--- src/rtl/mem_access_pkg.sv ---
// Shared definitions for the MEM stage: memory op codes, FSM states and op decode helpers.
package mem_access_pkg;

  localparam logic [3:0] MEM_NONE = 4'd0;
  localparam logic [3:0] MEM_LB   = 4'd1;
  localparam logic [3:0] MEM_LBU  = 4'd2;
  localparam logic [3:0] MEM_LH   = 4'd3;
  localparam logic [3:0] MEM_LHU  = 4'd4;
  localparam logic [3:0] MEM_LW   = 4'd5;
  localparam logic [3:0] MEM_SB   = 4'd6;
  localparam logic [3:0] MEM_SH   = 4'd7;
  localparam logic [3:0] MEM_SW   = 4'd8;

  localparam logic [4:0] NOP_REG_ADDR = 5'd0;

  typedef enum logic [1:0] {StIdle, StReq, StDone} state_e;

  function automatic logic is_load_op(input logic [3:0] op);
    return (op == MEM_LB) || (op == MEM_LBU) || (op == MEM_LH) || (op == MEM_LHU) ||
           (op == MEM_LW);
  endfunction

  function automatic logic is_store_op(input logic [3:0] op);
    return (op == MEM_SB) || (op == MEM_SH) || (op == MEM_SW);
  endfunction

  function automatic logic is_misaligned(input logic [3:0] op, input logic [1:0] addr_lo);
    unique case (op)
      MEM_LH, MEM_LHU, MEM_SH: return addr_lo[0];
      MEM_LW, MEM_SW:          return |addr_lo;
      default:                 return 1'b0;
    endcase
  endfunction

endpackage

--- src/rtl/mem_align.sv ---
// Big-endian lane handling: load byte/half extraction with extension, store lane replication
// and byte-select generation.
module mem_align
  import mem_access_pkg::*;
(
  input  logic [3:0]  memop,
  input  logic [1:0]  addr_lo,
  input  logic [31:0] rdata,
  input  logic [31:0] sdata,
  output logic [31:0] ldata,
  output logic [31:0] wdata,
  output logic [3:0]  sel
);

  logic [7:0]  lbyte;
  logic [15:0] lhalf;

  // Lane 0 (addr_lo == 0) is the most significant byte.
  always_comb begin
    unique case (addr_lo)
      2'd0:    lbyte = rdata[31:24];
      2'd1:    lbyte = rdata[23:16];
      2'd2:    lbyte = rdata[15:8];
      default: lbyte = rdata[7:0];
    endcase
    lhalf = addr_lo[1] ? rdata[15:0] : rdata[31:16];
  end

  always_comb begin
    ldata = rdata;
    wdata = 32'h0;
    sel   = 4'b0000;
    unique case (memop)
      MEM_LB: begin
        ldata = {{24{lbyte[7]}}, lbyte};
        sel   = 4'b1000 >> addr_lo;
      end
      MEM_LBU: begin
        ldata = {24'h0, lbyte};
        sel   = 4'b1000 >> addr_lo;
      end
      MEM_LH: begin
        ldata = {{16{lhalf[15]}}, lhalf};
        sel   = addr_lo[1] ? 4'b0011 : 4'b1100;
      end
      MEM_LHU: begin
        ldata = {16'h0, lhalf};
        sel   = addr_lo[1] ? 4'b0011 : 4'b1100;
      end
      MEM_LW: sel = 4'b1111;
      MEM_SB: begin
        wdata = {4{sdata[7:0]}};
        sel   = 4'b1000 >> addr_lo;
      end
      MEM_SH: begin
        wdata = {2{sdata[15:0]}};
        sel   = addr_lo[1] ? 4'b0011 : 4'b1100;
      end
      MEM_SW: begin
        wdata = sdata;
        sel   = 4'b1111;
      end
      default: ;
    endcase
  end

endmodule

--- src/rtl/mem_access.sv ---
// MEM pipeline stage: runs loads/stores over a req/ack data bus with an ack timeout, stalls
// the pipeline while the access is outstanding and forwards results to mem_wb.
module mem_access
  import mem_access_pkg::*;
#(
  parameter int unsigned ACK_TIMEOUT = 16,
  parameter int unsigned TO_W        = 5
) (
  input  logic        clk,
  input  logic        rst,
  input  logic        flush_i,
  input  logic [4:0]  rw_i,
  input  logic        wreg_i,
  input  logic [31:0] wdata_i,
  input  logic [3:0]  memop_i,
  input  logic [31:0] maddr_i,
  input  logic [31:0] sdata_i,
  output logic [4:0]  rw_o,
  output logic        wreg_o,
  output logic [31:0] wdata_o,
  output logic        stall_req_o,
  output logic        excpt_o,
  output logic        bus_err_o,
  output logic        dbus_req_o,
  output logic        dbus_we_o,
  output logic [31:0] dbus_addr_o,
  output logic [3:0]  dbus_sel_o,
  output logic [31:0] dbus_wdata_o,
  input  logic        dbus_ack_i,
  input  logic [31:0] dbus_rdata_i
);

  localparam logic [TO_W-1:0] TimeoutVal = TO_W'(ACK_TIMEOUT);

  state_e          state_q, state_d;
  logic            req_q, req_d, we_q, we_d, err_q, err_d;
  logic [31:0]     addr_q, addr_d, wdata_q, wdata_d, ldata_q, ldata_d;
  logic [3:0]      sel_q, sel_d;
  logic [TO_W-1:0] cnt_q, cnt_d, cnt_inc;

  logic        is_load, is_store, is_mem, misalign, issue;
  logic [31:0] al_ldata, al_wdata;
  logic [3:0]  al_sel;

  assign is_load  = is_load_op(memop_i);
  assign is_store = is_store_op(memop_i);
  assign is_mem   = is_load | is_store;
  assign misalign = is_mem & is_misaligned(memop_i, maddr_i[1:0]);
  assign issue    = is_mem & ~misalign & ~flush_i;
  assign cnt_inc  = cnt_q + TO_W'(1);

  mem_align u_mem_align (
    .memop   (memop_i),
    .addr_lo (maddr_i[1:0]),
    .rdata   (dbus_rdata_i),
    .sdata   (sdata_i),
    .ldata   (al_ldata),
    .wdata   (al_wdata),
    .sel     (al_sel)
  );

  always_comb begin
    state_d = state_q;
    req_d   = req_q;
    we_d    = we_q;
    addr_d  = addr_q;
    sel_d   = sel_q;
    wdata_d = wdata_q;
    ldata_d = ldata_q;
    err_d   = err_q;
    cnt_d   = cnt_q;
    unique case (state_q)
      StIdle: begin
        if (issue) begin
          state_d = StReq;
          req_d   = 1'b1;
          we_d    = is_store;
          addr_d  = {maddr_i[31:2], 2'b00};
          sel_d   = al_sel;
          wdata_d = al_wdata;
          cnt_d   = '0;
          err_d   = 1'b0;
        end
      end
      StReq: begin
        if (dbus_ack_i) begin
          ldata_d = al_ldata;
          req_d   = 1'b0;
          state_d = StDone;
        end else begin
          cnt_d = cnt_inc;
          if (cnt_inc == TimeoutVal) begin
            req_d   = 1'b0;
            err_d   = 1'b1;
            state_d = StDone;
          end
        end
      end
      StDone: begin
        // Always leave DONE so the same instruction is never re-issued.
        state_d = StIdle;
        err_d   = 1'b0;
        cnt_d   = '0;
      end
      default: state_d = StIdle;
    endcase
    if (flush_i) begin
      state_d = StIdle;
      req_d   = 1'b0;
      err_d   = 1'b0;
      cnt_d   = '0;
    end
  end

  always_ff @(posedge clk or negedge rst) begin
    if (!rst) begin
      state_q <= StIdle;
      req_q   <= 1'b0;
      we_q    <= 1'b0;
      addr_q  <= 32'h0;
      sel_q   <= 4'b0000;
      wdata_q <= 32'h0;
      ldata_q <= 32'h0;
      err_q   <= 1'b0;
      cnt_q   <= '0;
    end else begin
      state_q <= state_d;
      req_q   <= req_d;
      we_q    <= we_d;
      addr_q  <= addr_d;
      sel_q   <= sel_d;
      wdata_q <= wdata_d;
      ldata_q <= ldata_d;
      err_q   <= err_d;
      cnt_q   <= cnt_d;
    end
  end

  always_comb begin
    rw_o        = rw_i;
    wreg_o      = 1'b0;
    wdata_o     = wdata_i;
    stall_req_o = 1'b0;
    if (!rst) begin
      rw_o    = NOP_REG_ADDR;
      wdata_o = 32'h0;
    end else begin
      unique case (state_q)
        StIdle: begin
          if (!is_mem)        wreg_o      = wreg_i;
          else if (!misalign) stall_req_o = 1'b1;
        end
        StReq: stall_req_o = 1'b1;
        StDone: begin
          wreg_o  = wreg_i & is_load & ~err_q;
          wdata_o = is_load ? ldata_q : wdata_i;
        end
        default: ;
      endcase
      if (flush_i) stall_req_o = 1'b0;
    end
  end

  assign excpt_o      = rst & misalign;
  assign bus_err_o    = err_q;
  assign dbus_req_o   = req_q;
  assign dbus_we_o    = we_q;
  assign dbus_addr_o  = addr_q;
  assign dbus_sel_o   = sel_q;
  assign dbus_wdata_o = wdata_q;

endmodule

--- config.mk ---
export PLATFORM = sky130hd
export DESIGN_NAME = mem_access
export DESIGN_NICKNAME = d
export VERILOG_FILES = /design/src/rtl/mem_access_pkg.sv /design/src/rtl/mem_align.sv /design/src/rtl/mem_access.sv
export SDC_FILE = /design/constraint.sdc
export NUM_CORES = 1
export LEC_CHECK = 0
export CAP_MARGIN = 20
export CELL_PAD_IN_SITES_DETAIL_PLACEMENT = 0
export CELL_PAD_IN_SITES_GLOBAL_PLACEMENT = 2
export CORE_ASPECT_RATIO = 1.2
export CORE_MARGIN = 2
export CORE_UTILIZATION = 33
export CTS_CLUSTER_SIZE = 28
export DETAILED_ROUTE_END_ITERATION = 7
export DONT_BUFFER_PORTS = 1
export PLACE_DENSITY_LB_ADDON = 0.1
export SLEW_MARGIN = 20
export SYNTH_ARGS = -nofsm -noshare
export SYNTH_HDL_FRONTEND = slang
export SYNTH_SLANG_ARGS = --single-unit
--- constraint.sdc ---
create_clock -name clk -period 2 [get_ports clk]
set_input_delay 0.2 -clock clk [delete_from_list [all_inputs] [get_ports clk]]
set_output_delay 0.2 -clock clk [all_outputs]
set_load 0.02 [all_outputs]
### Word-level counts from Yosys, hierarchy flattened

Cells that the tools add are included.

* logic and storage cells: 96
* register bits: 108
* output and inout port bits: 111
* input bits: 142

* equality and inequality tests: 17
* multiplexer cells: 38
* reduce and logical (&&, ||, !) cells: 20
* bitwise operators: 10
* shifts and indexed selects: 1
* add/subtract/negate cells: 1

Operators with widths (number)
* $pmux 32 s4: 1
* $mux 32: 3
* $pmux 32 s3: 1
* $pmux 8 s3: 1
* $mux 5: 4
* $eq 4x3->1 const B: 4
* $mux 16: 1
* $pmux 5 s3: 1
* $mux 1: 14
* $pmux 4 s3: 1
* $ne 3x3->1 const B: 3
* $eq 4x2->1 const B: 2
* $mux 2: 4
* $pmux 1 s2: 4
* $and 1x1->1: 6
* $logic_or 1x1->1: 6
* $reduce_and 2->1: 3
* $reduce_and 3->1: 2
* $reduce_or 3->1: 2
* $add 5x1->5 const B: 1
* $eq 5x5->1 const B: 1
* $eq 2x1->1 const B: 2
* $eq 2x2->1 const B: 2
* $eq 4x1->1 const B: 1
* other kinds (13): 17

### Logic depth before layout (Yosys ltp)

Gate-level depths: netlist (run 1).

* word-level depth: 13
* depth in mapped cells: 8
* gate-level depth less buffers: 7

### Hierarchy

From an unflattened synthesis (run 1), not the netlist that was laid out.

* cells, all modules: 578
* area, all modules: 6261.0 µm²

Modules (own cells, without submodules)
* mem_access: cells each 422, area an instance 5041.1 µm², seq. area each 2702.6 µm², times used 1
* mem_align: cells each 156, area an instance 1219.9 µm², seq. area each 0.0 µm², times used 1

### Least setup slack after synthesis (run 1)

Ideal clock, no wire load.

* path type: input-to-output
* start point: input port memop_i[3]
* end point: output port stall_req_o
* path buffers: 2
* stages: 7
* setup slack: 0.038 ns
* required time: 1.800 ns
* data arrival time: 1.762 ns
* path through: buf_2 nor4b_2 a211oi_2 nand2_1 nand2_1 buf_2 a21boi_0

* longest elaborated chain between the ends: 12
* elaborated cells on any way between the ends: 24
* classes of those cells: eq/ne: 8; mux: 6; bitwise: 2; reduce/logical: 8

Ends and longest elaborated chain
* start: declaration: RTL line mem_access.sv:15 `input logic [3:0] memop_i,`
* $eq 4x1->1 / $eq 4x2->1 (equally long branches): RTL line mem_access_pkg.sv:19 `return (op == MEM_LB) || (op == MEM_LBU) || (op == MEM_LH) || (op == MEM_LHU) ||`
* $logic_or 1x1->1 (4 in a row): RTL line mem_access_pkg.sv:19
* $or 1x1->1: RTL line mem_access.sv:47 `assign is_mem = is_load | is_store;`
* $and 1x1->1: RTL line mem_access.sv:48 `assign misalign = is_mem & is_misaligned(memop_i, maddr_i[1:0]);`
* $mux 1: RTL line mem_access.sv:151 `else if (!misalign) stall_req_o = 1'b1;`
* $mux 1 (*): RTL line mem_access.sv:150 `if (!is_mem) wreg_o = wreg_i;`
* $pmux 1 s2 (*): RTL line mem_access.sv:148 `unique case (state_q)`
* $mux 1 (*): RTL line mem_access.sv:160 `if (flush_i) stall_req_o = 1'b0;`
* $mux 1 (*): RTL line mem_access.sv:144 `if (!rst) begin`
* end: declaration: RTL line mem_access.sv:21 `output logic stall_req_o,`

Mark *: on every way between the ends. The rest lies on a longest branch, timed or not.

### Worst setup path in the final report (run 1)

* start point: register state_q[0]
* end point: output port wdata_o[17]

* longest elaborated chain between the ends: 3

Ends and longest elaborated chain
* start: declaration: RTL line mem_access.sv:35 `state_e state_q, state_d;`
* start signal: assignment: RTL line mem_access.sv:117 `state_q <= StIdle;`
* start signal: assignment: RTL line mem_access.sv:127 `state_q <= state_d;`
* $eq 2x2->1: RTL line mem_access.sv:148
* $mux 32: RTL line mem_access.sv:148
* $mux 32: RTL line mem_access.sv:144
* end: declaration: RTL line mem_access.sv:20 `output logic [31:0] wdata_o,`

No other way between the ends.

==> impl_results.md, run 1 <==
- P&R area growth vs syn: 28.6%
- Max-slew violation count: 0
- Dpl ws: 0.140 ns
- Leak pwr: 3.30 nW
- CTS Root Cell: clkbuf_16
- Drt via density: between 5 and 6
- Drt first pass iters: 4
- Core Rows: 53
- Met3 usage: 6.53%
- Fin Hold WS: -0.465 ns
- Boundary pin count: 253
- Grt met1 use: 24.6%
- Most frequent cells in the layout: 108 x dfrtp_1, 100 x nand2_1, 59 x dlygate4sd3_1
- Required time of the critical path: ~1.8 ns
- Crit path arrival time: 1.82 ns
- DP HPWL: roughly 13 mm
- Max-cap check violation count: 0
- Total GRT Usage: 19.8%
- Fin worst setup slack: -0.0208 ns
- TritonCTS Buffers: 9
- Critical Path Start Type: register
- Global-route wire length before repair: 29.5 mm
- Post-synth EDFFs: 0
- Most common cell after layout, fill and taps aside: dfrtp_1
- Cell count after synthesis: 617
- Rel. slew slack: roughly a third
- CP Cell Sequence: inv_2 -> ha_4 -> and4_4 -> buf_12 -> nand2_1 -> a21boi_2 -> buf_4
- P per Cell Area: 971 mW/mm²
- Crit path kind: reg2out
- Routed vias: 5110
- RR Startpoint: state_q[0]$_DFFE_PN0P_
- Layout net count: 848
- Total clock sinks: around 110
- Worst min path class: in2async
- Largest net degree at the start of global routing: 149
- Die width: 126 µm
- I/O Buffers: 0
- Ys async rst share: 100%
- Die area: 0.0191 mm²
- Clk Latency, worst-skew pair: 0.36 ns
- Cts hold-fix bufs: slightly below 60
- Final Cycle Share: 101%
- Final Hold Viols: 108
- RePlAce Congestion: 0.837
- Post-synthesis sequential area ratio: 45.5%
- Crit path max-delay family: buffers and inverters
- Cells on worst reg2reg path: 7
- Routed Antenna Nets: 0
- Syn_area_per_cell: 9.62 µm²
- ANT cells: 0
- Violated checks: hold timing, setup timing
- 1st-iter DRT viols: 277
- Yosys cell types: 62
- Vias in the first global route: 5216
- Crit-path max FO: 16
- Initial antenna violation count: 0
- Post-Route Utilization: 43.4%
- Fillers: 1735
- FF-to-FF setup slack: 0.14 ns
- Met2 Usage GRT: 32.5%
- Number of remaining DRC errors: 0
- Total global routing overflow: 0
- Peak VDD IR: 0.000537 V
- Post-synthesis register bit count: 108
- Clock buffer depth: 2
- Buf/Inv on CP: 3
- Final wirelength: 19.5 mm
- Fin Clk Skew: 0.00942 ns
- Top_reg_cell synth: dfrtp_1
- Initial Utilization: 33.8%
- RSZ-0062 raised after global routing: true
- Worst reg2reg path endpoint: cnt_q[2]$_DFFE_PN0P_
- Core area: 0.0176 mm²
- Share of post-route cells with drive strength above 1: 25.2%
- YS warnings: 0
- Busiest layer in global routing: met2
- Max incr delay on CP: 0.40 ns
- CP endpoint kind: primary output
- Area of the mapped netlist: 0.00594 mm²
- Clk slew on worst S/H paths: ~0.080 ns
- Final Critical Period: 2.02 ns
- Status: finished with violations
- TritonCTS clock tree: done
- Slew @ Worst Pin: 0.965 ns
- Die Ht: 151 µm
- Final setup vio count: 3
- CP max stage cell: dfrtp_1
- H-tree levels: 3
- Routed WL per cell: 21.1 µm
- Max Fclk: 495 MHz
==> metal layers <==
metal | wire (µm) | vias up
li1 | - | 2368
met1 | 7820 | 2494
met2 | 9670 | 230
met3 | 1680 | 18
met4 | 346 | 0
met5 | 0 | -
==> layout make-up <==
class	count	area, µm²	share of cell area (%)
sequential	108	2700	35.4
multi-input combinational	453	3190	41.8
clock buffer	10	229	3.00
timing repair buffer	118	1140	14.9
inverter	11	41.3	0.541
tap	220	275	3.61
clock inverter	6	56.3	0.738
==> worst reg2reg max path, delay by kind of cell, from the launching register on <==
kind                     cells  cell delay (ns)
AND/OR/NAND/NOR              1             0.11
adder cells (fa/ha/maj)      1             0.27
AO/OA/AOI/OAI                3             0.72
flip-flops                   1             0.40
buffers and inverters        2             0.27
==> timing repair <==
action	CTS	global route
pin swaps	7	20
setup endpoints to repair	33	35
buffers inserted	4	3
resized for setup	47	53
gates cloned	2	1
hold endpoints to repair	170	108
==> how the worst max path moves through the flow <==
stage,from,end,slack [ns],cells after the start
floorplan,memop_i[3],stall_req_o,0.04,7
global placement,state_q[1]$_DFFE_PN0P_,dbus_wdata_o[0]$_DFFE_PN0P_,0.17,8
detailed placement,state_q[1]$_DFFE_PN0P_,dbus_wdata_o[24]$_DFFE_PN0P_,0.14,8
CTS,state_q[0]$_DFFE_PN0P_,wdata_o[4],-0.06,8
global route,state_q[0]$_DFFE_PN0P_,wdata_o[19],-0.09,7
finish,state_q[0]$_DFFE_PN0P_,wdata_o[17],-0.02,7
==> report_power, final <==
| group | internal, mW | total [mW] | switching, mW |
|---|---|---|---|
| clock network | 0.875 | 1.78 | 0.907 |
| registers | 2.91 | 4.02 | 1.11 |
| logic | 0.839 | 1.61 | 0.771 |
==> kinds of logic after synthesis <==
logic type,count (synthesis),share of synthesized area [%]
and+or+nand+nor,212,15.9
AOI/OAI and AO/OA,182,21.8
DFF,108,45.5
buffers and inverters,57,4.41
muxes,49,10.8
adders and majority gates,6,1.22
xor gates and xnor gates,2,0.295
other,1,0.0632
==> state kept, by name, summed over array words and instances, names as in the netlist <==
name / cells
cnt_q: 5
state_q: 2
dbus_we_o: 1
dbus_addr_o: 30
dbus_sel_o: 4
ldata_q: 32
dbus_wdata_o: 32
bus_err_o: 1
dbus_req_o: 1
==> stage by stage <==
stage | cell area, µm² | instances | setup TNS (ns) | power [mW]
after global routing | 7630 | 926 | -1.71 | 7.87
after floorplan | 5940 | 618 | 0 | 4.96
after detailed placement | 6420 | 843 | 0 | 5.43
final | 7630 | 926 | -0.0337 | 7.41
after global placement | 6420 | 843 | 0 | 5.39
after CTS | 7480 | 924 | -0.830 | 7.42
==> cells in the mapped netlist (3+ instances only) <==
library cell | number | area, µm²
buf_2 | 26 | 130
and3_1 | 3 | 18.8
nor3_1 | 3 | 15.0
o21ai_1 | 3 | 15.0
dfrtp_1 | 108 | 2700
nand2_1 | 115 | 432
a221oi_1 | 4 | 35.0
a21oi_1 | 47 | 235
mux4_2 | 8 | 180
nor2_1 | 50 | 188
clkbuf_1 | 16 | 60.1
a22o_1 | 24 | 210
and2_1 | 6 | 37.5
o21ai_0 | 14 | 70.1
o21a_1 | 5 | 37.5
a221oi_2 | 3 | 45.0
nor3b_1 | 3 | 22.5
o211ai_1 | 4 | 30.0
a21boi_1 | 7 | 52.6
a22oi_1 | 16 | 120
ha_1 | 5 | 62.6
inv_1 | 11 | 41.3
mux2_2 | 40 | 450
nand3_1 | 6 | 30.0
buf_4 | 4 | 30.0
nor2b_1 | 9 | 56.3
a21boi_0 | 27 | 203
nand4_1 | 3 | 18.8
a31oi_1 | 8 | 50.1
Power figures use the tool's default switching activity.
==> run 2, diff against run 1 <==
--- a/config.mk
+++ b/config.mk
@@ -5,12 +5,13 @@
 export SDC_FILE = /design/constraint.sdc
 export NUM_CORES = 1
 export LEC_CHECK = 0
+export ABC_AREA = 1
 export CAP_MARGIN = 20
 export CELL_PAD_IN_SITES_DETAIL_PLACEMENT = 0
 export CELL_PAD_IN_SITES_GLOBAL_PLACEMENT = 2
 export CORE_ASPECT_RATIO = 1.2
 export CORE_MARGIN = 2
-export CORE_UTILIZATION = 33
+export CORE_UTILIZATION = 34
 export CTS_CLUSTER_SIZE = 28
 export DETAILED_ROUTE_END_ITERATION = 7
 export DONT_BUFFER_PORTS = 1
@@ -18,4 +19,5 @@
 export SLEW_MARGIN = 20
 export SYNTH_ARGS = -nofsm -noshare
 export SYNTH_HDL_FRONTEND = slang
+export SYNTH_HIERARCHICAL = 1
 export SYNTH_SLANG_ARGS = --single-unit
==> constraint.sdc (replaced) <==
create_clock -name clk -period 1.9 [get_ports clk]
set_input_delay 0.19 -clock clk [delete_from_list [all_inputs] [get_ports clk]]
set_output_delay 0.19 -clock clk [all_outputs]
set_load 0.02 [all_outputs]
==> run 2 against run 1 <==
Effect of this change:
- the run still ends with hold timing, setup timing left
- combinational power rose by 51%
- worst hold slack got worse by 0.012 ns
- sequential share of layout area shrank 1.1 points
- routed wire length rose by 4.2%
- clock-buffer cell count rose by 1
- synthesized area up 12%
- core utilization is 2.0 points lower
- critical endpoint is now wdata_o[22]
- largest power group unchanged
==> impl_results.md, run 2 <==
- Final setup vio count: 4
- Boundary pin count: around 250
- Crit path top cell by count: buf_12
- Worst reg2reg path endpoint: dbus_addr_o[20]$_DFFE_PN0P_
- Count leader, synth: nand2_1
- Required time of the critical path: 1.71 ns
- Final wirelength: 20.3 mm
- CP endpoint kind: primary output
- Routed vias: 6007
- Largest net degree at the start of global routing: 147
- CP Cell Sequence: inv_2 -> ha_4 -> nand2_8 -> buf_12 -> buf_12 -> a21oi_2 -> buf_6
- Critical Path Start Type: register
- Most common cell after layout, fill and taps aside: nand2_1
- Clk Latency, worst-skew pair: roughly 0.35 ns
- Leak pwr: 3.90 nW
- Violated checks: hold timing, setup timing
- Syn_area_per_cell: 7.42 µm²
- Max Fclk: 522 MHz
- Drt first pass iters: 5
- Vias in the first global route: ~5700
- Die Ht: about 160 µm
- YS warnings: 6
- Cells on worst reg2reg path: 8
- Post-synth EDFFs: 0
- Crit path arrival time: 1.73 ns
- Cell count after synthesis: 892
- Status: finished with violations
- P per Cell Area: 1130 mW/mm²
- ANT cells: 0
- CP max stage cell: dfrtp_1
- Area share of the largest cell type after synthesis: 40.8%
- Comb pwr share: 27.3%
- Final Power: 8.89 mW
- Fin Clk Skew: roughly 0.0091 ns
- Post-synthesis sequential area ratio: 40.8%
- Cts hold-fix bufs: 30
- 1st-iter DRT viols: 286
- I/O Buffers: 0
- Post-synthesis register bit count: ~110
- Total global routing overflow: 0
- Total GRT Usage: roughly a fifth
- Fillers: 1984
- Sw frac: 40.3%
- Total clock sinks: 108
- Dpl ws: 0.0596 ns
- Ys async rst share: between 90% and 100%
- Core area: approximately 0.019 mm²
- Peak VDD IR: 0.000506 V
- TritonCTS clock tree: done
- Die area: 0.0206 mm²
- Die width: 131 µm
- Routed WL per cell: about 17 µm
- Crit path kind: reg2out
- Drt via density: about 5
- RSZ-0062 raised after global routing: true
- Layout net count: 1084
- Core Rows: 55
- Clock share of power: between 20% and 30%
- Initial antenna violation count: 0
- Fin Hold WS: -0.477 ns
- Final Critical Period: 1.92 ns
- Global-route wire length before repair: 31.1 mm
- Rel. slew slack: 49.0%
- Final Hold Viols: 108
- Final Cycle Share: 101%
- Routed Antenna Nets: 0
- Cell internal pwr: approximately 5.3 mW
- RR Startpoint: state_q[1]$_DFFE_PN0P_
- RePlAce Congestion: 0.839
- Synth area leader: dfrtp_1
- Number of remaining DRC errors: 0
- P&R area growth vs syn: 19.0%
- TritonCTS Buffers: 9
- Most frequent cells in the layout: 215 x nand2_1, 133 x inv_1, 107 x dfrtp_1
- FF-to-FF setup slack: 0.22 ns
- Clock buffer depth: 2
- Max-slew violation count: 0
- Top_reg_cell synth: dfrtp_1
- Max-cap check violation count: 0
- Clk slew on worst S/H paths: 0.08 ns
- Switch Pwr: 3.59 mW
- DP HPWL: ~14 mm
- Initial Utilization: 34.8%
- H-tree levels: 3
- Worst min path class: in2async
- Fin worst setup slack: -0.0158 ns
- Synth cell count leaders: 215 x nand2_1, 135 x inv_1, 108 x dfrtp_1, 98 x nand3_1, 74 x o21ai_0
- Share of post-route cells with drive strength above 1: a little under a fifth
- Max incr delay on CP: 0.39 ns
- Area of the mapped netlist: 0.00662 mm²
- CTS Root Cell: clkbuf_16
- Slew @ Worst Pin: around 0.76 ns
- Reg power frac: ~52%
- Crit-path max FO: 13
- Yosys cell types: 30
- Top cells by area, synth: dfrtp_1 41%, nand2_1 12%, inv_1 7.7%
-- run 2: cell types whose count changed in the layout (fill, tap and decap cells not counted), moves of 19 or more --
| cell | delta |
|---|---|
| a21boi_2 | -19 |
| a21oi_1 | -23 |
| a21oi_2 | +19 |
| a22o_1 | -24 |
| dlygate4sd3_1 | -29 |
| inv_1 | +124 |
| nand2_1 | +115 |
| nand3_1 | +92 |
| nor2_1 | -20 |
| o21ai_0 | +31 |
| o21ai_1 | +67 |
-- run 2: layer usage --
layer / global-route usage [%] / routed length (µm)
met1: 22.0 / 8000
met2: 34.0 / 10200
met3: 6.74 / 1770
met4: 5.69 / 327
met5: 0 / 0
-- run 2: worst max-delay path, delay by kind of cell (launching register included) --
family,cells,cell delay (ns)
AND/OR/NAND/NOR,1,0.10
adder cells (fa/ha/maj),1,0.17
AO/OA/AOI/OAI,1,0.16
flip-flops,1,0.39
buffers and inverters,4,0.53
-- run 2: power by group through the flow --
stage,combinational [mW],sequential (mW),clock [mW]
finish,2.43,4.61,1.86
global route,2.74,4.71,2.02
CTS,2.42,4.58,1.95
detailed placement,2.18,4.61,0
global placement,2.11,4.60,0
floorplan,1.79,4.36,0
-- run 2: per-stage QoR --
stage | setup TNS [ns] | cells | utilization (%) | instance area (µm²)
after floorplan | 0 | 893 | - | 6620
after global placement | 0 | 1144 | 36.7 | 6980
after detailed placement | 0 | 1144 | 36.7 | 6980
after CTS | -0.948 | 1198 | 40.8 | 7750
after global routing | -1.03 | 1198 | 41.5 | 7880
final | -0.0439 | 1198 | 41.5 | 7880
-- run 2: worst max-delay path by stage --
stage / start / to / slack [ns] / cells after the start
after global placement: state_q[0]$_DFFE_PN0P_ / wdata_o[8] / 0.10 / 6
final: state_q[0]$_DFFE_PN0P_ / wdata_o[22] / -0.02 / 7
after detailed placement: state_q[0]$_DFFE_PN0P_ / wdata_o[8] / 0.06 / 6
after CTS: state_q[0]$_DFFE_PN0P_ / wdata_o[14] / -0.05 / 8
after global routing: state_q[0]$_DFFE_PN0P_ / wdata_o[22] / -0.07 / 7
after floorplan: state_q[1]$_DFFE_PN0P_ / stall_req_o / 0.08 / 7
-- run 2: layout make-up --
class,count,area [µm²],area share (%)
Inverter,145,544,6.91
Multi-Input combinational cell,594,3230,41.0
Timing Repair Buffer,79,791,10.0
Clock buffer,11,243,3.08
Clock inverter,5,43.8,0.556
Sequential cell,108,2700,34.3
Tap cell,256,320,4.07
-- run 2: cells by family (layout without fill, tap and decap cells) --
| family | count (synthesis) | count (layout) | share of synthesized area, % |
|---|---|---|---|
| AND/OR/NAND/NOR | 376 | 376 | 25.5 |
| multiplexers | 32 | 32 | 5.44 |
| flip-flops | 108 | 108 | 40.8 |
| other | 1 | 2 | 0.0567 |
| AO/OA/AOI/OAI | 179 | 179 | 14.3 |
| adder cells (fa/ha/maj) | 5 | 5 | 0.945 |
| buffers and inverters | 191 | 240 | 12.9 |
-- run 2: timing repair --
item / in CTS / in global routing
hold endpoints to repair: 138 / 108
setup endpoints to repair: 33 / 33
pin swaps: 5 / 1
buffers inserted: 6 / 0
gates cloned: 2 / 1
gates resized for setup: 46 / 39
